**config.mk**
```make
export PLATFORM = sky130hd
export DESIGN_NAME = uart_tx_arb
export DESIGN_NICKNAME = d
export VERILOG_FILES = /design/src/rtl/uart_tx_arb_pkg.sv /design/src/rtl/uart_tx_arb_pick.sv /design/src/rtl/uart_tx_arb.sv
export SDC_FILE = /design/constraint.sdc
export NUM_CORES = 1
export LEC_CHECK = 0
export ABC_AREA = 1
export ABC_CLOCK_PERIOD_IN_PS = 3480
export CAP_MARGIN = 10
export CORE_UTILIZATION = 37
export CTS_CLUSTER_SIZE = 30
export DETAILED_ROUTE_END_ITERATION = 7
export PLACE_DENSITY = 0.68
export SKIP_CTS_REPAIR_TIMING = 1
export SLEW_MARGIN = 0
export SYNTH_ARGS = -nofsm -noshare
export SYNTH_HDL_FRONTEND = slang
export SYNTH_SLANG_ARGS = --single-unit
```
**constraint.sdc**
```tcl
create_clock -name clk -period 3.48 [get_ports clk]
set_input_delay 0.696 -clock clk [delete_from_list [all_inputs] [get_ports clk]]
set_output_delay 0.696 -clock clk [all_outputs]
set_load 0.01 [all_outputs]
```
**src/rtl/uart_tx_arb_pkg.sv**
```systemverilog
// Shared types for the UART transmit arbiter family.
// Holds the FSM state enum, the byte width and a software round-robin helper.
package uart_tx_arb_pkg;

    localparam int BYTE_W = 8;

    typedef enum logic [1:0] {
        IDLE,
        SEND,
        GAP
    } state_t;

    typedef struct packed {
        logic       hit;
        logic [2:0] idx;
    } pick_t;

    // Scan vld from ptr upward with wrap over n entries (n <= 8).
    // Descending walk so the closest set entry to ptr is the last written.
    function automatic pick_t rr_pick(
        input logic [7:0] vld,
        input logic [2:0] ptr,
        input int         n
    );
        pick_t r;
        int    j;
        r = '0;
        for (int k = n - 1; k >= 0; k--) begin
            j = (int'(ptr) + k) % n;
            if (vld[j]) begin
                r.hit = 1'b1;
                r.idx = 3'(j);
            end
        end
        return r;
    endfunction

endpackage

```
**src/rtl/uart_tx_arb_pick.sv**
```systemverilog
// Combinational N-way round-robin priority finder: rotate, find-first, unrotate.
// Ports: vld (requests), ptr (highest-priority index), hit, idx (winner).
module rr_pick_n
    import uart_tx_arb_pkg::*;
#(
    parameter int N = 2
) (
    input  logic [N-1:0]         vld,
    input  logic [$clog2(N)-1:0] ptr,
    output logic                 hit,
    output logic [$clog2(N)-1:0] idx
);

    localparam int            IW = $clog2(N);
    localparam logic [IW:0]   SN = (IW + 1)'(N);

    logic [2*N-1:0] dbl;
    logic [N-1:0]   rot;
    logic [IW-1:0]  k;
    logic [IW:0]    sum;

    always_comb begin
        dbl = {vld, vld} >> ptr;
        rot = dbl[N-1:0];
        hit = 1'b0;
        k   = '0;
        for (int i = N - 1; i >= 0; i--) begin
            if (rot[i]) begin
                hit = 1'b1;
                k   = IW'(i);
            end
        end
        sum = {1'b0, ptr} + {1'b0, k};
        if (sum >= SN) begin
            sum = sum - SN;
        end
        idx = sum[IW-1:0];
    end

endmodule

```
**src/rtl/uart_tx_arb.sv**
```systemverilog
// Packet-atomic round-robin arbiter sharing one UART transmitter among N requesters.
// Ports: clk, resetn (async low), req_vld/req_data/req_last in, req_rdy out,
// uart_tx_vld/uart_tx_data out, uart_tx_busy in, grant_active, grant_id, pkt_cnt.
// Optional UART_TX_ARB_TIMEOUT_EN: force-close stalled packets, adds drop_cnt.
module uart_tx_arb
    import uart_tx_arb_pkg::*;
#(
    parameter int N = 2,
    parameter int W = BYTE_W
`ifdef UART_TX_ARB_TIMEOUT_EN
    ,
    parameter int TIMEOUT = 1024
`endif
) (
    input  logic                 clk,
    input  logic                 resetn,
    input  logic [N-1:0]         req_vld,
    input  logic [N*W-1:0]       req_data,
    input  logic [N-1:0]         req_last,
    output logic [N-1:0]         req_rdy,
    output logic                 uart_tx_vld,
    output logic [W-1:0]         uart_tx_data,
    input  logic                 uart_tx_busy,
`ifdef UART_TX_ARB_TIMEOUT_EN
    output logic [7:0]           drop_cnt,
`endif
    output logic                 grant_active,
    output logic [$clog2(N)-1:0] grant_id,
    output logic [15:0]          pkt_cnt
);

    localparam int IW = $clog2(N);

    state_t        state, state_n;
    logic [IW-1:0] gid_n;
    logic          gact_n;
    logic [IW-1:0] rr_ptr, rr_n;
    logic [IW-1:0] gid_inc;
    logic [15:0]   cnt_n;
    logic          pkt_done, done_n;
    logic          issue;
    logic          hit;
    logic [IW-1:0] pick;

`ifdef UART_TX_ARB_TIMEOUT_EN
    localparam int TW = $clog2(TIMEOUT + 1);
    logic [TW-1:0] tmo, tmo_n;
    logic [7:0]    drop_n;
`endif

    rr_pick_n #(.N(N)) u_pick (
        .vld (req_vld),
        .ptr (rr_ptr),
        .hit (hit),
        .idx (pick)
    );

    assign gid_inc = (grant_id == IW'(N - 1)) ? '0 : grant_id + 1'b1;
    assign issue   = (state == SEND) && req_vld[grant_id] && !uart_tx_busy;

    // Data is zero outside an issue so the bus is quiet between bytes.
    always_comb begin
        req_rdy      = '0;
        req_rdy[grant_id] = issue;
        uart_tx_vld  = issue;
        uart_tx_data = issue ? req_data[grant_id*W +: W] : '0;
    end

    always_comb begin
        state_n = state;
        gid_n   = grant_id;
        gact_n  = grant_active;
        rr_n    = rr_ptr;
        cnt_n   = pkt_cnt;
        done_n  = pkt_done;
`ifdef UART_TX_ARB_TIMEOUT_EN
        tmo_n   = tmo;
        drop_n  = drop_cnt;
`endif
        unique case (state)
            IDLE: begin
`ifdef UART_TX_ARB_TIMEOUT_EN
                tmo_n = '0;
`endif
                if (hit) begin
                    gid_n   = pick;
                    gact_n  = 1'b1;
                    done_n  = 1'b0;
                    state_n = SEND;
                end
            end
            SEND: begin
                if (issue) begin
                    state_n = GAP;
                    done_n  = req_last[grant_id];
`ifdef UART_TX_ARB_TIMEOUT_EN
                    tmo_n   = '0;
`endif
                    if (req_last[grant_id]) begin
                        rr_n = gid_inc;
                        if (pkt_cnt != 16'hFFFF) begin
                            cnt_n = pkt_cnt + 16'd1;
                        end
                    end
                end
`ifdef UART_TX_ARB_TIMEOUT_EN
                else if (!req_vld[grant_id]) begin
                    if (tmo == TW'(TIMEOUT - 1)) begin
                        state_n = IDLE;
                        gact_n  = 1'b0;
                        rr_n    = gid_inc;
                        tmo_n   = '0;
                        if (drop_cnt != 8'hFF) begin
                            drop_n = drop_cnt + 8'd1;
                        end
                    end else begin
                        tmo_n = tmo + 1'b1;
                    end
                end
`endif
            end
            GAP: begin
`ifdef UART_TX_ARB_TIMEOUT_EN
                tmo_n = '0;
`endif
                // Busy is ignored here: the UART raises it a cycle after issue.
                if (pkt_done) begin
                    state_n = IDLE;
                    gact_n  = 1'b0;
                end else begin
                    state_n = SEND;
                end
            end
            default: begin
                state_n = IDLE;
                gact_n  = 1'b0;
            end
        endcase
    end

    always_ff @(posedge clk or negedge resetn) begin
        if (!resetn) begin
            state        <= IDLE;
            grant_id     <= '0;
            grant_active <= 1'b0;
            rr_ptr       <= '0;
            pkt_cnt      <= '0;
            pkt_done     <= 1'b0;
        end else begin
            state        <= state_n;
            grant_id     <= gid_n;
            grant_active <= gact_n;
            rr_ptr       <= rr_n;
            pkt_cnt      <= cnt_n;
            pkt_done     <= done_n;
        end
    end

`ifdef UART_TX_ARB_TIMEOUT_EN
    always_ff @(posedge clk or negedge resetn) begin
        if (!resetn) begin
            tmo      <= '0;
            drop_cnt <= '0;
        end else begin
            tmo      <= tmo_n;
            drop_cnt <= drop_n;
        end
    end
`endif

endmodule

```
# Word-level counts from Yosys, hierarchy flattened
# Cells that the tools add are included.
[totals]
register_bits = 22
latchBits = 0
ram_bits = 0
romBits = 0
in_bits = 23
out_inout_bits = 29
wordCells = 57
n_memories = 0
[op_classes]
add_sub_neg = 4
mul = 0
div = 0
n_lt_le_gt_ge = 3
eq_ne = 6
shifts = 2
muxes = 22
bitwise = 2
n_reduce_logical = 12
[ops]
columns = ["operator", "count"]
rows = [
  ["$add 16x1->16 const B", 1],
  ["$ne 16x16->1 const B", 1],
  ["$shiftx 16x5->8", 1],
  ["$mux 1", 15],
  ["$reduce_and 3->1", 3],
  ["$mux 8", 1],
  ["$ne 2x2->1 const B", 3],
  ["$pmux 2 s3", 1],
  ["$mux 2", 2],
  ["$reduce_and 2->1", 2],
  ["$reduce_and 4->1", 1],
  ["$shr 4x1->2", 1],
  ["$logic_and 1x1->1", 3],
  ["$pmux 1 s3", 1],
  ["$add 1x1->2", 1],
  ["$and 2x2->2", 1],
  ["$eq 2x1->1 const B", 1],
  ["$eq 2x2->1 const B", 1],
  ["$ge 2x2->1 const B", 1],
  ["$logic_not 2->1", 1],
  ["$lt 1x2->1 const B", 1],
  ["$pmux 1 s2", 1],
  ["$reduce_bool 2->1", 1],
  ["$add 1x1->1 const B", 1],
  ["other kinds (5)", 5],
]

# Longest topological paths before layout
# Gate-level depths: netlist of run 1.
[logic_depth]
word_depth = 6
depth_mapped = 10
ltp_nobuf = 9

# By module
# A second synthesis of run 1 with hierarchy kept.
[hier_totals]
hier_cells = 211
hier_area_um2 = 1431.4
[by_module_without_submodules]
columns = ["mod", "n_inst", "cells_each", "area_each_um2", "seq_area_each_um2"]
rows = [
  ["uart_tx_arb", 1, 207, 1412.6, 550.5],
  ["rr_pick_n", 1, 4, 18.8, 0.0],
]

# Worst setup path after synthesis of run 1
# No wires, ideal clock.
[synth_timing]
path_kind = "input -> output"
from = "input port uart_tx_busy"
to = "output port uart_tx_data[0]"
arrival_ns = 1.273
t_required_ns = 2.784
slack_ns = 1.511
stages = 5
path_buffers = 0
cell_sequence = "nor2_2 -> nand3_1 -> clkinv_1 -> nand2_1 -> nand2_1"
[synth_between]
elab_chain_len = 3
[synth_lines]
columns = ["element", "line_no", "source"]
rows = [
  ["start, declared", "uart_tx_arb.sv:23", "input logic uart_tx_busy,"],
  ["$logic_not 1->1", "uart_tx_arb.sv:59", "assign issue = (state == SEND) && req_vld[grant_id] && !uart_tx_busy;"],
  ["$logic_and 1x1->1", "uart_tx_arb.sv:59", ""],
  ["$mux 8", "uart_tx_arb.sv:66", "uart_tx_data = issue ? req_data[grant_id*W +: W] : '0;"],
  ["end, declared", "uart_tx_arb.sv:22", "output logic [W-1:0] uart_tx_data,"],
]
# No other way between the ends.

# Worst setup path in the final report of run 1
[layout_timing]
from = "input port uart_tx_busy"
to = "output port uart_tx_data[5]"
# The elaborated chain is that of the path after synthesis.

==> results.py, run 1 <==
metrics = {
    "run_status": {
        "status": "finished clean",
    },
    "sta": {
        "min_period_ns": 2.93,
        "finalSetupViolations": 0,
        "layout_setup_ws_ns": 0.548,
        "fmax_ghz": 0.341,
        "min_period_over_period": 0.842,
        "grt_setup_unrepaired": "no",
        "tightest_slew_ns": 1.00,
        "finalClockSkew_ns": 0.00401,
        "finalMaxSlewViolations": 0,
        "hold_viol_final": 0,
        "tns_ns": 0,
        "slew_headroom": 0.328,
    },
    "synthesis": {
        "ys_seq_area_frac": 0.372,
        "ys_ff_latch": 22,
        "postSynthCellCount": 208,
        "syn_avg_cell_area_um2": 7.12,
        "synth_fp_nets": 232,
        "yosys.cell_types.count": 25,
        "yosysWarnings": 0,
        "syn_area_mm2": 0.00148,
    },
    "clock_tree": {
        "path_clk_slew_ns": 0.08,
        "cts_buffers": 3,
        "cts_tree": "yes",
        "clk_latency_ns": 0.26,
        "cts_max_path_buffers": 2,
        "cts-root-buf": "clkbuf_8",
        "htree_levels": 1,
        "cts.sinks": 22,
    },
    "layout": {
        "fillers": 377,
        "final_util": 0.554,
        "diodes": 0,
        "final_nets": 286,
        "drive_above_1_share": 0.153,
        "area_delta_synth_final_pct": 40.2,
    },
    "floorplan": {
        "fp-row-count": 22,
        "initial_core_util": 0.395,
        "core_area_mm2": 0.00374,
        "die_w_um": 65.3,
        "boundaryPins": 52,
        "die_y_um": 65.3,
        "dieArea_mm2": 0.00426,
    },
    "global_routing": {
        "grt_pass1_wl_mm": 5.51,
        "antenna_found_initial": 0,
        "grt_usage": 0.166,
        "grt_pass1_vias": 1247,
        "grt_start_max_net_pins": 23,
        "globalRouteOverflowTotal": 0,
    },
    "setup_path": {
        "r2r_start": "pkt_cnt[0]$_DFFE_PN0P_",
        "rrSetupSlack_ns": 1.82,
        "critPathBufInv": 3,
        "crit_fanout": 9,
        "end_kind": "output pin",
        "cp_slowest_stage_delay_ns": 0.54,
        "start_kind": "input pin",
        "reg2reg_depth": 8,
        "cp.required_ns": 2.78,
        "reg2reg_to": "pkt_cnt[5]$_DFFE_PN0P_",
        "crit_arrival_ns": 2.24,
        "worst-setup-path-type": "in -> out",
        "crit_family": "buffers and inverters",
        "slowest_stage": "clkdlybuf4s50_1",
        "cp_cell_sequence": "clkdlybuf4s50_1 -> nor2_2 -> nand3_1 -> clkinv_1 -> nand2_1 -> nand2_1 -> clkdlybuf4s50_1",
    },
    "route": {
        "drt_iter0_markers": 78,
        "drt.antenna.violating_nets": 0,
        "wire_per_inst_um": 10.8,
        "drt_wl_total_mm": 3.33,
        "drt_pass1_iterations": 4,
        "drc": 0,
        "viasPerCell": 4.53,
        "num_vias": 1401,
    },
    "placement": {
        "dp_slack_ns": 0.536,
        "portBuffers": 51,
        "gp_congestion": 0.737,
        "hpwl_mm": 2.60,
    },
    "min_path": {
        "hold_path_startpoint": "rr_ptr$_DFFE_PN0P_",
        "holdCritPathClass": "reg -> reg",
        "min_to": "rr_ptr$_DFFE_PN0P_",
        "hold_path_depth": 2,
    },
    "power": {
        "power.total_uw": 898,
        "power_density_mw_per_mm2": 433,
        "swShare": 0.357,
        "seqPwrFrac": 0.396,
        "vdd_drop_max_mv": 0.279,
        "pwr-share-clk": 0.207,
        "leakage_nw": 0.968,
        "switching_power_uw": 321,
        "intPower_uw": 577,
        "comb_power_share": 0.397,
    },
    "flow_run": {
        "maxCapViolCount": 0,
    },
}
-- metal layers --
layer	share of wire	GRT usage	wire length (um)
met3	0.054	0.0417	181
met4	0.0081	0.0408	27
met1	0.48	0.221	1580
met2	0.46	0.268	1540
met5	0	0	0
-- power groups by stage --
stage / sequential [mW] / clock, mW / combinational (mW)
6_report: 0.355 / 0.186 / 0.356
5_1_grt: 0.365 / 0.202 / 0.392
4_1_cts: 0.355 / 0.191 / 0.362
3_5_place_dp: 0.359 / 0 / 0.362
3_3_place_gp: 0.360 / 0 / 0.360
2_1_floorplan: 0.364 / 0 / 0.204
-- cell families after synthesis --
family	after synthesis	share of synthesized area
DFF	22	0.372
AOI/OAI and AO/OA	12	0.0516
xor gates and xnor gates	7	0.0414
adders and majority gates	1	0.00845
buffers and inverters	22	0.0752
and+or+nand+nor	144	0.451
-- cell usage after synthesis (all sizes together) --
master,instances,share of area
nand3b,1,0.0051
xor2,3,0.018
inv,17,0.043
nand3,9,0.037
nand2,108,0.32
nor2,22,0.071
o22ai,1,0.0042
o21ai,10,0.044
xnor2,4,0.024
ha,1,0.0085
a21oi,1,0.0034
buf,2,0.021
dfrtp,22,0.37
nand4,4,0.017
clkinv,3,0.011
-- through the flow --
step | hold slack [ns] | area (um2) | std cells
finish | 0.498 | 2070 | 309
detailed placement | 0.483 | 2020 | 305
CTS | 0.502 | 2070 | 309
floorplan | 0.400 | 1480 | 208
global route | 0.521 | 2070 | 309
global placement | 0.479 | 2020 | 305
-- state kept, by name, summed over array words and instances (netlist names) --
name,cells
pkt_cnt,16
state,2
grant_active,1
grant_id,1
pkt_done,1
rr_ptr,1
-- placed cells by master, fill, tap and decap left out --
master	n
nand2_1	84
clkdlybuf4s50_1	51
nand2_2	22
dfrtp_1	22
nor2_1	17
inv_1	15
o21ai_0	8
nand3_1	7
nand4_1	4
xnor2_1	4
clkbuf_8	4
nor2_2	3
xor2_1	3
inv_2	2
nand2_4	2
clkinv_1	2
nand3_2	2
nor2_4	2
o21ai_2	1
clkinv_4	1
o21ai_4	1
a21oi_1	1
nand3b_1	1
o22ai_1	1
ha_1	1
-- worst min-delay path: stages, from the launching register on --
cell	delay, ns
dfrtp_1	0.35
nand2_1	0.05
o21ai_0	0.06
-- how the worst max path moves through the flow --
stage / startpoint / end / slack, ns / depth (start not counted)
CTS: uart_tx_busy / uart_tx_data[5] / 0.53 / 7
floorplan: uart_tx_busy / uart_tx_data[0] / 1.51 / 5
global route: uart_tx_busy / uart_tx_data[4] / 0.43 / 7
detailed placement: uart_tx_busy / uart_tx_data[5] / 0.54 / 7
global placement: uart_tx_busy / uart_tx_data[7] / 0.54 / 7
finish: uart_tx_busy / uart_tx_data[5] / 0.55 / 7
-- layout make-up --
cell class,instances,area (um2),area share
sequential,22,551,0.265
tap,48,60.1,0.0290
multi-input combinational,164,818,0.394
timing repair buffer,51,510,0.246
inverter,20,80.1,0.0386
clock buffer,4,55.1,0.0265
No activity file was read; power rests on OpenSTA's default activity.
==> run 2, diff against run 1 <==
- ABC_CLOCK_PERIOD_IN_PS: 3480 -> 2500
- PLACE_DENSITY: 0.68 -> 0.7
- clock period: 3.48 -> 2.5 ns (I/O delays scaled with it)
==> results.py, run 2 (synthesis results as in run 1) <==
metrics = {
    "floorplan": {
        "initial_core_util": 0.395,
        "core_area_mm2": 0.00374,
        "boundaryPins": 52,
        "dieArea_mm2": 0.00426,
        "die_y_um": 65.3,
        "die_w_um": 65.3,
        "fp-row-count": 22,
    },
    "sta": {
        "hold_viol_final": 0,
        "slew_headroom": 0.665,
        "finalClockSkew_ns": 0.00348,
        "finalMaxSlewViolations": 0,
        "tns_ns": 0,
        "tightest_slew_ns": 0.501,
        "fmax_ghz": 0.404,
        "grt_setup_unrepaired": "yes",
        "min_period_over_period": 0.989,
        "layout_setup_ws_ns": 0.0264,
        "finalSetupViolations": 0,
        "min_period_ns": 2.47,
        "hold_slack_ns": 0.495,
    },
    "placement": {
        "dp.cells": 307,
        "gp_congestion": 0.730,
        "portBuffers": 51,
        "dp_slack_ns": 0.0166,
        "hpwl_mm": 2.62,
    },
    "clock_tree": {
        "clk_latency_ns": 0.26,
        "cts.sinks": 22,
        "cts_buffers": 3,
        "cts-root-buf": "clkbuf_8",
        "htree_levels": 1,
        "cts_tree": "yes",
        "cts_max_path_buffers": 2,
        "path_clk_slew_ns": 0.08,
    },
    "power": {
        "power.total_mw": 1.22,
        "vdd_drop_max_mv": 0.333,
        "power_density_mw_per_mm2": 586,
        "leakage_nw": 0.987,
    },
    "layout": {
        "top_regs": "pkt_cnt x16, state x2",
        "diodes": 0,
        "seq_area_um2": 551,
        "fillers": 400,
        "area_delta_synth_final_pct": 40.4,
        "fin_cells": 310,
        "layout_common_cells": "84 x nand2_1, 50 x clkdlybuf4s50_1, 22 x nand2_2, 22 x dfrtp_1, 17 x nor2_1",
        "multi_input_area_um2": 818,
        "final_common_cell": "nand2_1",
        "drive_above_1_share": 0.156,
        "largest_reg_flops": 16,
        "final_nets": 288,
        "top_register": "pkt_cnt",
    },
    "route": {
        "drc": 0,
        "num_vias": 1407,
        "drt.antenna.violating_nets": 0,
        "drt_iter0_markers": 52,
        "drt_wl_total_mm": 3.41,
        "drt_pass1_iterations": 4,
        "viasPerCell": 4.54,
        "wire_per_inst_um": 11.0,
    },
    "global_routing": {
        "grt_usage": 0.168,
        "grt_pass1_vias": 1270,
        "grt_pass1_wl_mm": 5.58,
        "grt_start_max_net_pins": 23,
        "antenna_found_initial": 0,
        "globalRouteOverflowTotal": 0,
    },
    "min_path": {
        "min_to": "rr_ptr$_DFFE_PN0P_",
        "hold_path_depth": 2,
        "holdCritPathClass": "reg -> reg",
        "hold_path_startpoint": "rr_ptr$_DFFE_PN0P_",
    },
    "setup_path": {
        "rrSetupSlack_ns": 0.83,
        "worst-setup-path-type": "in -> out",
        "r2r_start": "pkt_cnt[0]$_DFFE_PN0P_",
        "reg2reg_depth": 8,
        "cp_slowest_stage_delay_ns": 0.55,
        "crit_fanout": 9,
        "slowest_stage": "clkdlybuf4s50_1",
        "reg2reg_to": "pkt_cnt[11]$_DFFE_PN0P_",
        "end_kind": "output pin",
        "cp_cell_sequence": "clkdlybuf4s50_1 -> nor2_2 -> nand3_1 -> clkinv_1 -> nand2_1 -> nand2_1 -> clkdlybuf4s50_1",
        "start_kind": "input pin",
        "crit_arrival_ns": 1.97,
        "cp.required_ns": 2.00,
    },
    "run_status": {
        "status": "finished clean",
    },
    "flow_run": {
        "maxCapViolCount": 0,
    },
}
-- run 2: cell types whose count changed in the layout (fill, tap and decap cells not counted), sizes merged --
cell           delta
dlymetal6s2s      +1
buf               +2
clkbuf            -1
clkdlybuf4s50     -1
-- run 2: worst max-delay path by stage --
| stage | cells after the start | to | from | slack (ns) |
|---|---|---|---|---|
| floorplan | 5 | uart_tx_data[0] | uart_tx_busy | 0.92 |
| global placement | 7 | uart_tx_data[5] | uart_tx_busy | 0.04 |
| detailed placement | 7 | uart_tx_data[5] | uart_tx_busy | 0.02 |
| CTS | 7 | uart_tx_data[5] | uart_tx_busy | 0.02 |
| finish | 7 | uart_tx_data[5] | uart_tx_busy | 0.03 |
| global route | 7 | uart_tx_data[7] | uart_tx_busy | -0.11 |
-- run 2: power breakdown --
part,switching (mW),leakage [nW],internal (mW)
sequential,0.0713,0.293,0.422
combinational,0.256,0.672,0.246
clock,0.114,0.0216,0.108
total,0.441,0.987,0.776
-- run 2: worst max-delay path, delay by kind of cell --
| kind | cells | cell delay, ns |
|---|---|---|
| buffers and inverters | 3 | 1.12 |
| and+or+nand+nor | 4 | 0.36 |
-- run 2: layout make-up --
| type | count | area share |
|---|---|---|
| repair buffers | 53 | 0.254 |
| clock buffers | 3 | 0.0199 |
| well taps | 48 | 0.0289 |
| flip-flops and latches | 22 | 0.265 |
| multi-input cells | 164 | 0.394 |
| inverters | 20 | 0.0385 |
-- run 2: per-stage QoR --
stage	cell area (um2)	utilization
3_5_place_dp	2030	0.543
2_1_floorplan	1480	-
3_3_place_gp	2030	0.543
6_report	2080	0.555
4_1_cts	2080	0.554
5_1_grt	2080	0.555
-- run 2: routing by layer --
| metal | vias up | global-route usage | part of all wire |
|---|---|---|---|
| met5 | - | 0 | 0 |
| met4 | 0 | 0.0571 | 0.016 |
| met3 | 6 | 0.0313 | 0.026 |
| met2 | 22 | 0.281 | 0.49 |
| met1 | 631 | 0.216 | 0.47 |
| li1 | 748 | - | - |
